**config.mk**
```make
export PLATFORM = sky130hd
export DESIGN_NAME = pong_frame_sequencer
export DESIGN_NICKNAME = d
export VERILOG_FILES = /design/src/rtl/pong_pkg.sv /design/src/rtl/pong_stage_timer.sv /design/src/rtl/pong_frame_sequencer.sv
export SDC_FILE = /design/constraint.sdc
export NUM_CORES = 1
export LEC_CHECK = 0
export ABC_AREA = 1
export BUFFER_PORTS_ARGS = -buffer_cell sky130_fd_sc_hd__buf_2
export CAP_MARGIN = 20
export CELL_PAD_IN_SITES_DETAIL_PLACEMENT = 2
export CELL_PAD_IN_SITES_GLOBAL_PLACEMENT = 2
export CORE_ASPECT_RATIO = 1.75
export CORE_MARGIN = 5
export CORE_UTILIZATION = 31
export DETAILED_ROUTE_END_ITERATION = 12
export PLACE_DENSITY_LB_ADDON = 0.1
export SYNTH_ARGS = -nofsm -noshare
export SYNTH_HDL_FRONTEND = slang
export SYNTH_SLANG_ARGS = --single-unit
```
**constraint.sdc**
```tcl
create_clock -name clk -period 1.98 [get_ports clk]
set_clock_uncertainty 0.15 [all_clocks]
set_input_delay 0.198 -clock clk [delete_from_list [all_inputs] [get_ports clk]]
set_output_delay 0.198 -clock clk [all_outputs]
set_load 0.02 [all_outputs]
```
**src/rtl/pong_pkg.sv**
```systemverilog
// Shared types and constants for the Pong frame sequencer: FSM state encoding,
// stage bit positions in req/ack, and the default visible-line count.
package pong_pkg;

    typedef enum logic [2:0] {
        ST_IDLE,
        ST_PADDLE,
        ST_BALL,
        ST_COLLIDE,
        ST_SCORE
    } state_t;

    localparam int STG_PADDLE  = 0;
    localparam int STG_BALL    = 1;
    localparam int STG_COLLIDE = 2;
    localparam int STG_SCORE   = 3;

    localparam logic [9:0] NUM_LINES_DEF = 10'd480;

    // One-hot request pattern presented while the FSM sits in a given state.
    function automatic logic [3:0] stage_req(input state_t s);
        logic [3:0] r;
        r = '0;
        case (s)
            ST_PADDLE:  r[STG_PADDLE]  = 1'b1;
            ST_BALL:    r[STG_BALL]    = 1'b1;
            ST_COLLIDE: r[STG_COLLIDE] = 1'b1;
            ST_SCORE:   r[STG_SCORE]   = 1'b1;
            default:    r = '0;
        endcase
        return r;
    endfunction

endpackage

```
**src/rtl/pong_stage_timer.sv**
```systemverilog
// Per-stage cycle counter; expired is high in the TIMEOUT-th cycle of a stage
// so a stage without ack lasts exactly TIMEOUT cycles.
module pong_stage_timer #(
    parameter logic [9:0] TIMEOUT = 10'd1023
) (
    input  logic clk,
    input  logic rst_n,
    input  logic clr,
    input  logic en,
    output logic expired
);

    logic [9:0] count;

    always_ff @(posedge clk or negedge rst_n) begin
        if (!rst_n) begin
            count <= '0;
        end else if (clr) begin
            count <= '0;
        end else if (en) begin
            count <= count + 10'd1;
        end
    end

    assign expired = en && (count == (TIMEOUT - 10'd1));

endmodule

```
**src/rtl/pong_frame_sequencer.sv**
```systemverilog
// Runs the once-per-frame game updates (paddle, ball, collide, score) during
// vertical blanking, one req/ack handshake per stage.
module pong_frame_sequencer
    import pong_pkg::*;
#(
    parameter logic [9:0] NUM_LINES = NUM_LINES_DEF,
    parameter logic [9:0] TIMEOUT   = 10'd1023,
    parameter logic [3:0] SPEED_DIV = 4'd1
) (
    input  logic        clk,
    input  logic        rst_n,
    input  logic [9:0]  ypos,
    input  logic        enable,
    input  logic        pause,
    input  logic [3:0]  ack,
    input  logic        err_clr,
    output logic [3:0]  req,
    output logic        busy,
    output logic [15:0] frame_count,
    output logic        timeout_err,
    output logic        overrun
);

    state_t     state;
    logic       vblank;
    logic       vblank_d;
    logic       trigger;
    logic       abort;
    logic       ack_hit;
    logic       expired;
    logic       stage_done;
    logic       timeout_set;
    logic       run_ball;
    logic [3:0] div_cnt;

    assign vblank  = (ypos >= NUM_LINES);
    assign trigger = (state == ST_IDLE) && vblank && !vblank_d && enable && !pause;
    // Active video starting while a sequence is still running.
    assign abort   = !vblank && vblank_d && (state != ST_IDLE);

    always_comb begin
        ack_hit = 1'b0;
        case (state)
            ST_PADDLE:  ack_hit = ack[STG_PADDLE];
            ST_BALL:    ack_hit = ack[STG_BALL];
            ST_COLLIDE: ack_hit = ack[STG_COLLIDE];
            ST_SCORE:   ack_hit = ack[STG_SCORE];
            default:    ack_hit = 1'b0;
        endcase
    end

    assign stage_done  = (state != ST_IDLE) && (ack_hit || expired);
    assign timeout_set = stage_done && !ack_hit && !abort;

    pong_stage_timer #(.TIMEOUT(TIMEOUT)) u_stage_timer (
        .clk     (clk),
        .rst_n   (rst_n),
        .clr     (trigger || stage_done || abort),
        .en      (state != ST_IDLE),
        .expired (expired)
    );

    always_ff @(posedge clk or negedge rst_n) begin
        if (!rst_n) begin
            state       <= ST_IDLE;
            req         <= '0;
            busy        <= 1'b0;
            frame_count <= '0;
            div_cnt     <= '0;
            run_ball    <= 1'b0;
            vblank_d    <= 1'b1;
            timeout_err <= 1'b0;
            overrun     <= 1'b0;
        end else begin
            vblank_d    <= vblank;
            timeout_err <= timeout_set || (timeout_err && !err_clr);
            overrun     <= abort || (overrun && !err_clr);
            if (abort) begin
                state <= ST_IDLE;
                req   <= '0;
                busy  <= 1'b0;
            end else begin
                case (state)
                    ST_IDLE: if (trigger) begin
                        state       <= ST_PADDLE;
                        req         <= stage_req(ST_PADDLE);
                        busy        <= 1'b1;
                        frame_count <= frame_count + 16'd1;
                        run_ball    <= (div_cnt == 4'd0);
                        div_cnt     <= (div_cnt >= SPEED_DIV - 4'd1) ? 4'd0 : div_cnt + 4'd1;
                    end
                    ST_PADDLE: if (stage_done) begin
                        state <= run_ball ? ST_BALL : ST_SCORE;
                        req   <= stage_req(run_ball ? ST_BALL : ST_SCORE);
                    end
                    ST_BALL: if (stage_done) begin
                        state <= ST_COLLIDE;
                        req   <= stage_req(ST_COLLIDE);
                    end
                    ST_COLLIDE: if (stage_done) begin
                        state <= ST_SCORE;
                        req   <= stage_req(ST_SCORE);
                    end
                    ST_SCORE: if (stage_done) begin
                        state <= ST_IDLE;
                        req   <= '0;
                        busy  <= 1'b0;
                    end
                    default: begin
                        state <= ST_IDLE;
                        req   <= '0;
                        busy  <= 1'b0;
                    end
                endcase
            end
        end
    end

endmodule

```
==> out/metrics.yaml <==
post-route-cell-area_um2: 2710
placed_cells: 418
grt-ovfl-total: 0
avgRoutedWirePerCell_um: 14.9
regArea_um2: 927
startpoint: "state[0]"
initial_utilization_pct: 31.7
synthCells: 291
cts_buffers: 5
ir_drop_uv: 633
whs_ns: 0.0213
synth-seq-cells: 37
r2r_start: "state[0]"
vias: 2088
clkLatencyLatePin_ns: 0.28
fin_crit_ns: 1.88
cts-root-buf: "clkbuf_16"
multiInputGateArea_um2: 1040
use_met2_pct: 30.5
antenna_found_initial: 0
num_rows: 40
nNetsFinal: 364
cts_tree: "yes"
dpl_cell_area_um2: 2520
cp-end-kind: "flip-flop"
viasPerCell: 4.89
die_y_um: 120
core_area_um2: 6810
worstSetupPathType: "reg2reg"
rsz0062_at_grt: "true"
dr.pass1.iters: 4
routabilityCongestion: 0.760
critPathLaunchType: "flip-flop"
report.final.slew_viol_count: 0
p_total_w: 0.00327
instances_no_fill: 427
async_reset_ff_share_pct: 100
n_fill_cell: 838
dieArea_um2: 8790
grt_pass1_wl_um: 10500
synth_warnings: 0
diodes: 0
ioPinCount: 42
ys_types: 26
worst_pin_slew_ns: 0.411
hp-class: "in2reg"
setup_tns_ns: 0
arrival_ns: 1.90
grt.busiest_layer: "met2"
grt_pass1_vias: 2282
fp.dieW_um: 73.0
synth_edf_count: 0
synth_nets: 313
drive_gt1_share_pct: 19.2
setup_viol: 0
clkTransAtPathRegs_ns: 0.06
synth_area_per_cell_um2: 7.41
maxSlewHeadroom_pct: 72.4
status: "completed"
fmax_mhz: 532
h-tree-depth: 2
period_share_pct: 95.0
report.final.hold_viol_count: 0
synth_ff_type: "dfrtp_1"
final_common_cell: "nand2_1"
min-delay-start: "err_clr"
maxCapViolations: 0
clock_path_buffers: 2
layout_common_cells: "nand2_1 (93), inv_1 (42), dfrtp_1 (36), buf_2 (36), nor2_1 (29)"
drt_iter0_markers: 49
dpl.hpwl_um: 4800
yosysSeqAreaShare_pct: 43.0
drt.antenna.violating_nets: 0
grt.met1_usage_pct: 15.4
grt_max_degree: 38
synth_area_um2: 2160
path_max_fanout: 19
io_buffers: 36
routed_wl_um: 6350
met3_usage_pct: 2.91
area_delta_synth_final_pct: 25.6
cts_sinks: 37
grt_usage_pct: 15.5
crit_required_ns: 2.00
drc_errors: 0
cellPowerDensity_nw_per_um2: 1210
p_leak_nw: 1.49
[Yosys cell counts, types with 3 or more instances]
cell type,instances,area (µm²)
nand2_1,93,349
inv_1,42,158
dfrtp_1,36,901
nor2_1,29,109
nand3_1,24,120
nand4_1,13,81.3
xor2_1,13,114
nor3_1,8,40.0
o21ai_0,5,25.0
nand3b_1,4,30.0
ha_1,3,37.5
nor2_2,3,18.8
[worst max-delay path, cell delays in order, from the launching register on]
cell	delay, ns
dfrtp_1	0.47
nor2_4	0.22
nand2_4	0.08
nor2_2	0.12
nand2_2	0.09
buf_12	0.17
nor3_4	0.22
nand3_1	0.11
nand2_1	0.08
nand2_1	0.05
[layout make-up]
type	count	share of cell area, %
Clock inverter	1	1.11
Tap cell	84	3.88
Multi-Input combinational cell	207	38.5
Clock buffer	7	5.27
Inverter	43	5.96
Sequential cell	37	34.2
Timing Repair Buffer	48	11.0
[what timing repair did]
action / CTS / global route
endpoints found under the setup margin: 0 / 2
endpoints found under the hold margin: 37 / 0
hold buffers: 1 / 0
resized for setup: 0 / 1
buffers inserted: 0 / 0
[registers in the layout (all words and copies together) (netlist names)]
| register | count |
|---|---|
| timeout_err | 1 |
| frame_count | 16 |
| req | 4 |
| vblank_d | 1 |
| state | 2 |
| u_stage_timer.count | 10 |
| run_ball | 1 |
| busy | 1 |
| overrun | 1 |
[through the flow]
step / utilization, % / setup WS (ns)
2_1_floorplan: - / 0.290
3_3_place_gp: 37.0 / 0.140
3_5_place_dp: 37.0 / 0.108
4_1_cts: 39.7 / 0.0899
5_1_grt: 39.8 / -0.0150
6_report: 39.8 / 0.0990
[power breakdown]
group          internal (W)  switching, W
clock              0.000630      0.000316
combinational      0.000453      0.000802
sequential         0.000913      0.000156
total               0.00200       0.00127
[metal layers]
layer | wire [µm] | share of wire [%]
met5 | 0 | 0
met4 | 79 | 1.2
met3 | 181 | 2.9
met2 | 3710 | 58
met1 | 2380 | 37
[kinds of logic (layout without fill, tap and decap cells)]
group / count (synthesis) / in the layout / share of synthesized area [%]
simple gates: 182 / 182 / 38.6
buf+inv: 47 / 99 / 8.82
flops: 37 / 37 / 43.0
xor+xnor: 15 / 15 / 6.09
compound gates: 7 / 7 / 1.74
fa+ha+maj: 3 / 3 / 1.74
[final timing paths]
path                                          end  slack [ns]  cells past startpoint
setup / recovery                  frame_count[10]         0.1                      9
hold / removal                            overrun        0.02                      4
setup reg to reg                  frame_count[10]         0.1                      9
hold reg to reg                            req[0]        0.32                      2
max in group asynchronous                vblank_d        1.16                      3
min in group asynchronous  u_stage_timer.count[3]        0.26                      3
Note: power is estimated with default switching activity, not from simulation.
